===== src/rtl/muldiv_unit_pkg.sv =====
// Shared datapath constants, mult/div opcodes and FSM encodings for muldiv_unit.
package muldiv_unit_pkg;

  localparam int CPU_DP_WIDTH = 32;
  localparam int MDOP_WIDTH   = 2;

  typedef enum logic [MDOP_WIDTH-1:0] {
    MdOp_Mult  = 2'd0,
    MdOp_Multu = 2'd1,
    MdOp_Div   = 2'd2,
    MdOp_Divu  = 2'd3
  } md_op_e;

  typedef enum logic [1:0] {
    MD_IDLE = 2'd0,
    MD_CALC = 2'd1,
    MD_FIX  = 2'd2,
    MD_DONE = 2'd3
  } md_state_e;

  function automatic logic md_is_div(input logic [MDOP_WIDTH-1:0] op);
    return op[1];
  endfunction

  // Only MULT and DIV are signed; every other code behaves as its unsigned form.
  function automatic logic md_is_signed(input logic [MDOP_WIDTH-1:0] op);
    return (op == MdOp_Mult) || (op == MdOp_Div);
  endfunction

endpackage


===== src/rtl/muldiv_sign_fix.sv =====
// Combinational conditional two's-complement negate; used for operand
// magnitudes and for applying result signs.
module muldiv_sign_fix #(
  parameter int W = 64
) (
  input  logic [W-1:0] value_i,
  input  logic         neg_i,
  output logic [W-1:0] result_o
);

  assign result_o = neg_i ? (~value_i + W'(1)) : value_i;

endmodule


===== src/rtl/muldiv_unit.sv =====
// Iterative MIPS multiply/divide unit owning HI/LO.
// Optional MULDIV_EARLY_OUT_EN: multiplies leave CALC once the remaining multiplier bits are zero.
module muldiv_unit
  import muldiv_unit_pkg::*;
#(
  parameter int DP_WIDTH  = CPU_DP_WIDTH,
  parameter int CNT_WIDTH = 6
) (
  input  logic                  clk,
  input  logic                  rst,
  input  logic                  start,
  input  logic [MDOP_WIDTH-1:0] md_op,
  input  logic [DP_WIDTH-1:0]   A,
  input  logic [DP_WIDTH-1:0]   B,
  input  logic                  hi_we,
  input  logic                  lo_we,
  input  logic [DP_WIDTH-1:0]   wdata,
  output logic                  busy,
  output logic                  done,
  output logic                  div_zero,
  output logic [DP_WIDTH-1:0]   hi,
  output logic [DP_WIDTH-1:0]   lo
);

  md_state_e               state_q, state_d;
  md_op_e                  op_q, op_d;
  logic [CNT_WIDTH-1:0]    cnt_q, cnt_d;
  logic [DP_WIDTH-1:0]     acc_hi_q, acc_hi_d;   // P for multiply, remainder for divide
  logic [DP_WIDTH-1:0]     acc_lo_q, acc_lo_d;   // M for multiply, dividend/quotient for divide
  logic [DP_WIDTH-1:0]     opnd_q, opnd_d;       // multiplicand or divisor magnitude
  logic                    neg_res_q, neg_res_d;
  logic                    neg_rem_q, neg_rem_d;
  logic [DP_WIDTH-1:0]     hi_q, hi_d;
  logic [DP_WIDTH-1:0]     lo_q, lo_d;
  logic                    div_zero_q, div_zero_d;

  logic                    sgn_op;
  logic [DP_WIDTH-1:0]     a_mag, b_mag;
  logic                    is_div_q;

  assign sgn_op   = md_is_signed(md_op);
  assign is_div_q = md_is_div(op_q);

  muldiv_sign_fix #(.W(DP_WIDTH)) u_abs_a (
    .value_i  (A),
    .neg_i    (sgn_op & A[DP_WIDTH-1]),
    .result_o (a_mag)
  );

  muldiv_sign_fix #(.W(DP_WIDTH)) u_abs_b (
    .value_i  (B),
    .neg_i    (sgn_op & B[DP_WIDTH-1]),
    .result_o (b_mag)
  );

  // One shift-add multiply step on {P,M}.
  logic [DP_WIDTH:0]   mul_sum;
  logic [DP_WIDTH-1:0] mul_hi_next, mul_lo_next;

  assign mul_sum     = {1'b0, acc_hi_q} + (acc_lo_q[0] ? {1'b0, opnd_q} : '0);
  assign mul_hi_next = mul_sum[DP_WIDTH:1];
  assign mul_lo_next = {mul_sum[0], acc_lo_q[DP_WIDTH-1:1]};

  // One restoring divide step; the shifted remainder needs the extra top bit.
  logic [DP_WIDTH:0]   div_shift, div_trial;
  logic                div_ok;
  logic [DP_WIDTH-1:0] div_hi_next, div_lo_next;

  assign div_shift   = {acc_hi_q, acc_lo_q[DP_WIDTH-1]};
  assign div_trial   = div_shift - {1'b0, opnd_q};
  assign div_ok      = ~div_trial[DP_WIDTH];
  assign div_hi_next = div_ok ? div_trial[DP_WIDTH-1:0] : div_shift[DP_WIDTH-1:0];
  assign div_lo_next = {acc_lo_q[DP_WIDTH-2:0], div_ok};

  logic                    calc_last;
  logic [2*DP_WIDTH-1:0]   prod_raw, prod_aln;

  assign prod_raw = {acc_hi_q, acc_lo_q};

`ifdef MULDIV_EARLY_OUT_EN
  // After step cnt_q, the low (DP_WIDTH-1-cnt_q) bits of M are still unconsumed multiplier.
  logic [DP_WIDTH-1:0]  mul_rest_mask;
  logic [CNT_WIDTH:0]   mul_shamt;

  assign mul_rest_mask = {DP_WIDTH{1'b1}} >> (cnt_q + CNT_WIDTH'(1));
  assign calc_last     = (cnt_q == CNT_WIDTH'(DP_WIDTH - 1)) ||
                         (!is_div_q && ((mul_lo_next & mul_rest_mask) == '0));
  // An early exit leaves {P,M} short of full alignment by the skipped steps.
  assign mul_shamt     = (CNT_WIDTH + 1)'(DP_WIDTH) - {1'b0, cnt_q};
  assign prod_aln      = prod_raw >> mul_shamt;
`else
  assign calc_last = (cnt_q == CNT_WIDTH'(DP_WIDTH - 1));
  assign prod_aln  = prod_raw;
`endif

  logic [2*DP_WIDTH-1:0] fix_in, fix_res;
  logic [DP_WIDTH-1:0]   fix_rem;

  assign fix_in = is_div_q ? {{DP_WIDTH{1'b0}}, acc_lo_q} : prod_aln;

  muldiv_sign_fix #(.W(2 * DP_WIDTH)) u_fix_res (
    .value_i  (fix_in),
    .neg_i    (neg_res_q),
    .result_o (fix_res)
  );

  muldiv_sign_fix #(.W(DP_WIDTH)) u_fix_rem (
    .value_i  (acc_hi_q),
    .neg_i    (neg_rem_q),
    .result_o (fix_rem)
  );

  always_comb begin
    state_d    = state_q;
    op_d       = op_q;
    cnt_d      = cnt_q;
    acc_hi_d   = acc_hi_q;
    acc_lo_d   = acc_lo_q;
    opnd_d     = opnd_q;
    neg_res_d  = neg_res_q;
    neg_rem_d  = neg_rem_q;
    hi_d       = hi_q;
    lo_d       = lo_q;
    div_zero_d = div_zero_q;

    case (state_q)
      MD_IDLE: begin
        if (start) begin
          if (md_is_div(md_op) && (B == '0)) begin
            state_d    = MD_DONE;
            div_zero_d = 1'b1;
          end else begin
            state_d   = MD_CALC;
            op_d      = md_op_e'(md_op);
            cnt_d     = '0;
            acc_hi_d  = '0;
            neg_res_d = sgn_op & (A[DP_WIDTH-1] ^ B[DP_WIDTH-1]);
            if (md_is_div(md_op)) begin
              acc_lo_d   = a_mag;
              opnd_d     = b_mag;
              neg_rem_d  = sgn_op & A[DP_WIDTH-1];
              div_zero_d = 1'b0;
            end else begin
              acc_lo_d  = b_mag;
              opnd_d    = a_mag;
              neg_rem_d = 1'b0;
            end
          end
        end else begin
          if (hi_we) hi_d = wdata;
          if (lo_we) lo_d = wdata;
        end
      end

      MD_CALC: begin
        cnt_d = cnt_q + CNT_WIDTH'(1);
        if (is_div_q) begin
          acc_hi_d = div_hi_next;
          acc_lo_d = div_lo_next;
        end else begin
          acc_hi_d = mul_hi_next;
          acc_lo_d = mul_lo_next;
        end
        if (calc_last) state_d = MD_FIX;
      end

      MD_FIX: begin
        hi_d    = is_div_q ? fix_rem : fix_res[2*DP_WIDTH-1:DP_WIDTH];
        lo_d    = fix_res[DP_WIDTH-1:0];
        state_d = MD_DONE;
      end

      MD_DONE: state_d = MD_IDLE;

      default: state_d = MD_IDLE;
    endcase
  end

  always_ff @(posedge clk) begin
    if (rst) begin
      state_q    <= MD_IDLE;
      op_q       <= MdOp_Mult;
      cnt_q      <= '0;
      acc_hi_q   <= '0;
      acc_lo_q   <= '0;
      opnd_q     <= '0;
      neg_res_q  <= 1'b0;
      neg_rem_q  <= 1'b0;
      hi_q       <= '0;
      lo_q       <= '0;
      div_zero_q <= 1'b0;
    end else begin
      state_q    <= state_d;
      op_q       <= op_d;
      cnt_q      <= cnt_d;
      acc_hi_q   <= acc_hi_d;
      acc_lo_q   <= acc_lo_d;
      opnd_q     <= opnd_d;
      neg_res_q  <= neg_res_d;
      neg_rem_q  <= neg_rem_d;
      hi_q       <= hi_d;
      lo_q       <= lo_d;
      div_zero_q <= div_zero_d;
    end
  end

  assign busy     = (state_q == MD_CALC) || (state_q == MD_FIX);
  assign done     = (state_q == MD_DONE);
  assign div_zero = div_zero_q;
  assign hi       = hi_q;
  assign lo       = lo_q;

endmodule


===== config.mk =====
export PLATFORM = sky130hd
export DESIGN_NAME = muldiv_unit
export DESIGN_NICKNAME = d
export VERILOG_FILES = /design/src/rtl/muldiv_unit_pkg.sv /design/src/rtl/muldiv_sign_fix.sv /design/src/rtl/muldiv_unit.sv
export SDC_FILE = /design/constraint.sdc
export NUM_CORES = 1
export LEC_CHECK = 0
export ABC_AREA = 1
export ABC_CLOCK_PERIOD_IN_PS = 3700
export CORE_MARGIN = 8
export CORE_UTILIZATION = 40
export CTS_CLUSTER_SIZE = 16
export DETAILED_ROUTE_END_ITERATION = 8
export GPL_ROUTABILITY_DRIVEN = 0
export GPL_TIMING_DRIVEN = 0
export RECOVER_POWER = 50
export REMOVE_ABC_BUFFERS = 1
export SLEW_MARGIN = 20
export SYNTH_ARGS = -nofsm -noshare
export SYNTH_HDL_FRONTEND = slang
export SYNTH_HIERARCHICAL = 1
export SYNTH_SLANG_ARGS = --single-unit
export TNS_END_PERCENT = 20

===== constraint.sdc =====
create_clock -name clk -period 3.7 [get_ports clk]
set_clock_uncertainty 0.1 [all_clocks]
set_input_delay 0.555 -clock clk [delete_from_list [all_inputs] [get_ports clk]]
set_output_delay 0.555 -clock clk [all_outputs]
set_load 0.1 [all_outputs]

Word-level counts from Yosys, hierarchy flattened
Index checks and enable logic that the tools add are counted.
W data, S select, Z words.
- ROM bits: 0
- register bits: 173
- memory bits (writable): 0
- memories kept: 0
- bits in latches: 0
- $add $sub $neg: 7
- multiplexer cells: 34
- equal/unequal tests: 11
- $lt $le $gt $ge: 0
- div/mod/pow operators: 0
- bitwise gates (word level): 10
- multiply operators: 0
- shift-type cells: 0
- reduce and logical (&&, ||, !) cells: 15
- operators with widths (cell ; number):
    $mux W32 ; 18
    $pmux W32 S2 ; 4
    $mux W64 ; 2
    $add A32 B1 Y32 const B ; 3
    $not A32 Y32 ; 3
    $add A64 B1 Y64 const B ; 1
    $not A64 Y64 ; 1
    $add A32 B32 Y33 ; 1
    $sub A33 B32 Y33 ; 1
    $logic_not A32 Y1 ; 1
    $reduce_and A3 Y1 ; 5
    $mux W6 ; 2
    $ne A2 B2 Y1 const B ; 6
    $pmux W6 S2 ; 1
    $pmux W2 S4 ; 1
    $add A6 B1 Y6 const B ; 1
    $eq A2 B2 Y1 const B ; 3
    $eq A6 B5 Y1 const B ; 1
    $mux W2 ; 3
    $reduce_bool A2 Y1 ; 3
    $logic_not A2 Y1 ; 2
    $and A1 B1 Y1 ; 3
    $mux W1 ; 3
    $eq A2 B1 Y1 const B ; 1
    other kinds (5) ; 7

Depth between registers and ports, before layout
- depth in word-level cells: 8
- depth in mapped cells: 20

Cells and area by module
The synthesis kept the hierarchy.
- by module, submodules not included (module ; times used ; area each (µm²) ; seq. area each (µm²) ; cells each):
    muldiv_unit ; 1 ; 13775.7 ; 3443.3 ; 2337
    muldiv_sign_fix (u_abs_a ...) ; 3 ; 1108.6 ; 0.0 ; 227
    muldiv_sign_fix (u_fix_res) ; 1 ; 2466.1 ; 0.0 ; 498

Worst setup path after synthesis
Ideal clock, no wire load.
- kind: register to register
- from: reg acc_lo_q[0]
- to: reg acc_hi_q[27]
- period minus slack after synthesis: 2.752 ns
- cell stages (with the launch flop): 20
- data required time: 3.468 ns
- data arrival time: 2.520 ns
- setup time: 0.132 ns
- path slack: 0.948 ns
- path through: dfxtp_1 -> clkbuf_1 -> clkbuf_1 -> nand2_1 -> inv_1 -> ha_1 -> inv_1 -> fa_1 -> o21ai_1 -> nand2_1 -> nand2_1 -> nand2_1 -> nand2_1 -> nand2_1 -> nand3_1 -> nand2_1 -> nor2_1 -> nor2_1 -> nand2_1 -> a21oi_1
- cells in the longest elaborated chain, start to end: 4
- RTL lines (what ; RTL line ; text):
    from (decl) ; muldiv_unit.sv:29 ; logic [DP_WIDTH-1:0] acc_lo_q, acc_lo_d;
    from (signal assigned) ; muldiv_unit.sv:197 ; acc_lo_q <= acc_lo_d;
    $mux W32 ; muldiv_unit.sv:60 ; assign mul_sum = {1'b0, acc_hi_q} + (acc_lo_q[0] ? {1'b0, opnd_q} : '0);
    $add A32 B32 Y33 ; muldiv_unit.sv:60 ;
    $mux W32 ; muldiv_unit.sv:157 ; if (is_div_q) begin
    $pmux W32 S2 ; muldiv_unit.sv:126 ; case (state_q)
    to (signal assigned) ; muldiv_unit.sv:196 ; acc_hi_q <= acc_hi_d;
    to (decl) ; muldiv_unit.sv:28 ; logic [DP_WIDTH-1:0] acc_hi_q, acc_hi_d;
Every way passes these cells.
A chain may end at the register's enable or synchronous reset.

Final worst setup path
- from: reg acc_lo_q[31]
- to: reg acc_hi_q[19]
- cells in the longest elaborated chain, start to end: 4
- RTL lines (what ; RTL line ; text):
    $sub A33 B32 Y33 ; muldiv_unit.sv:70 ; assign div_trial = div_shift - {1'b0, opnd_q};
    $mux W32 ; muldiv_unit.sv:72 ; assign div_hi_next = div_ok ? div_trial[DP_WIDTH-1:0] : div_shift[DP_WIDTH-1:0];
    $mux W32 ; muldiv_unit.sv:157 ;
    $pmux W32 S2 ; muldiv_unit.sv:126 ;
Every way passes these cells.

==> metrics <==
cts repair resizes=1; maxcap violations=0; Mapped Avg Cell Area=approximately 5.6 sq um; Power Internal=6180 uW; Clock Power Share=roughly 12%; Overall Global Routing Usage=between 20% and 30%; CP Class=flop to flop; # rows=between 80 and 90; relative slew slack=around a quarter; final non-filler cell total=about 4200; via count=22400; Leak=between 0.01 and 0.015 uW; register area share after synthesis=between 10% and 20%; synth warn=6; WHS=approximately 0.36 ns; register bit total from synthesis=approximately 170; Sequential Power Share=about a fifth; clk slew on worst S/H paths=about 0.080 ns; fmax=292 MHz; worst path arrival time=between 3 and 4 ns; VDD IR max=~0.0012 V; largest fanout on the critical path=29; postcts setup bufs=0; commonest cells after routing, fill and taps aside=nand2_1, nor2_1, inv_1; Clock Tree Root=clkbuf_16; Die W=roughly 240 um; drt first pass iters=5; synthesized area=roughly 20000 sq um; PortBufs=approximately 170; io pins=170; DR iter-0 viols=between 2000 and 2500; first-pass GRT wire length=115 mm; Die Span Y=roughly 240 um; initial core utilization=about two fifths; initial antenna violation count=2; grt ovf=0; CP Launch Type=flop; Worst setup EP type=flop; nets=between 3000 and 4000; TritonCTS clock tree=yes; DP Wirelength=approximately 60 mm; placed cells=4185; post-route antenna net violation count=0; data required time of the worst path=4.00 ns; worst hold-check path type=flop to flop; top cells by area, synth=nand2_1, dfxtp_1, nor2_1; top_reg_cell synth=dfxtp_1; most common cell after layout, fill and taps aside=nand2_1; asr flop ratio synth=0%; Clock Sink Count=about 170; pin count of the biggest net entering global routing=80; Period minus WS final=roughly 3.4 ns; crit share post-route=~93%; Routed WL per cell=around 18 um; Yosys cell types=51; Final Slew Violations=0; outcome=finished, final reports clean; RSZ-0062 raised after global routing=false; Net Sw Frac=59.4%; Layout Utilization=46.0%; CTS Buf Count=17; worst-case clock buffer depth=2; Net Switching=roughly 9000 uW; overall power=roughly 15000 uW; H-tree levels=4; number of fill cells=about 5400; DIE AREA=roughly 56000 sq um; Power Density=just under 700 nW/um^2; Post-CTS Hold Fix Bufs=0; vias in the first global route=a little over 20000; worst-skew pair later-pin latency=0.47 ns; Cells after Synth=3516; # setup viols final=0; Final Hold Violating Endpoints=0; Worst Tran Pin Value=around 1.1 ns; final WL=74.0 mm; via density per instance=~5.3; layout cells sized above 1=between 6 and 7%; Synth top area share=between 20% and 30%; Ant. Diodes=0; # DRC=0; core area=between 40000 and 50000 sq um; area growth from synthesis to layout=14.3%; Gate power share=approximately two thirds; Post-synth EDFFs=0; area leader, netlist=nand2_1
-- cells in the mapped netlist (7+ instances only) --
cell type / n
nand2_2: 38
nand4_1: 45
buf_4: 13
o21ai_0: 298
nand2_4: 9
inv_1: 386
nand3b_1: 15
nor3_1: 17
buf_2: 20
o21bai_1: 9
xnor2_1: 49
inv_2: 12
nor2_1: 564
nand2_1: 1047
dfxtp_1: 172
a21oi_1: 118
clkbuf_1: 87
nor4_1: 11
nor2_4: 26
buf_1: 13
nand3_2: 16
nor2_2: 35
ha_1: 73
xor2_1: 46
a31oi_1: 125
o21ai_1: 11
nand3_1: 191
o21ai_2: 7
-- worst paths after layout --
check / cells after the start / to / start / slack, ns
max reg2reg: 18 / acc_hi_q[19] / acc_lo_q[31] / 0.27
max: 18 / acc_hi_q[19] / acc_lo_q[31] / 0.27
min reg2reg: 2 / cnt_q[4] / cnt_q[4] / 0.36
min: 2 / cnt_q[4] / cnt_q[4] / 0.36
-- sequential cells by signal, indices dropped and copies added (netlist names) --
signal     flops
acc_lo_q      32
hi            32
acc_hi_q      32
op_q           1
cnt_q          6
state_q        2
lo            32
neg_rem_q      1
neg_res_q      1
div_zero       1
opnd_q        32
-- layout make-up --
type                    instances  area (sq um)  share of cell area [%]
well taps                     622           778                    3.48
inverters                     403          1540                    6.87
multi-input cells            2804         14000                    62.6
clock buffers                  17           425                    1.90
clock inverters                15           150                   0.671
repair buffers                184          2010                    8.99
flip-flops and latches        172          3450                    15.4
-- per-stage QoR --
| stage | TNS, ns | setup slack (ns) | cell area (sq um) |
|---|---|---|---|
| floorplan | -129.34 | -1.43 | 18900 |
| global placement | -670.29 | -5.57 | 21400 |
| detailed placement | -20.04 | -0.629 | 21800 |
| CTS | 0 | 0.0902 | 22400 |
| global route | 0 | 0.0746 | 22400 |
| finish | 0 | 0.271 | 22400 |
-- critical path: stages, from the launching register on --
cell and delay (ns):
dfxtp_1 0.51, inv_1 0.10, ha_1 0.24, fa_1 0.45
inv_1 0.10, nand2_1 0.05, nand2_1 0.08, nand3_1 0.09
nand2_2 0.12, nand2_1 0.08, nand2_2 0.15, nand2_4 0.10
nand2_4 0.08, nand2_2 0.05, nand2_2 0.55, nand2_1 0.10
nand3_1 0.16, nand3_1 0.11, a21oi_1 0.13
-- power by group through the flow --
stage	Combinational (uW)	Clock, uW	Sequential (uW)
6_report	10200	1840	3150
5_1_grt	11200	1950	3210
4_1_cts	10200	1860	3150
3_5_place_dp	10200	0	3180
3_3_place_gp	9830	0	3310
2_1_floorplan	5920	0	4380
-- per-layer routing --
layer  vias to the layer above  wire (um)  global-route usage (%)  part of all wire [%]
li1                      11500          -                       -                     -
met1                     10100      34200                    34.8                    46
met2                       721      33400                    42.3                    45
met3                        88       4460                    3.39                   6.0
met4                         2       1870                    7.30                   2.5
met5                         -         13                       0                 0.018
-- kinds of logic (layout without fill, tap and decap cells) --
group / count (synthesis) / after routing / synth area share [%]
AND/OR/NAND/NOR: 2029 / 2029 / 44.8
AO/OA/AOI/OAI: 604 / 604 / 17.4
buffers and inverters: 540 / 619 / 11.0
flip-flops: 172 / 172 / 17.6
XOR/XNOR: 96 / 96 / 4.34
adder cells (fa/ha/maj): 75 / 75 / 4.87
No activity file was read; power rests on OpenSTA's default activity.
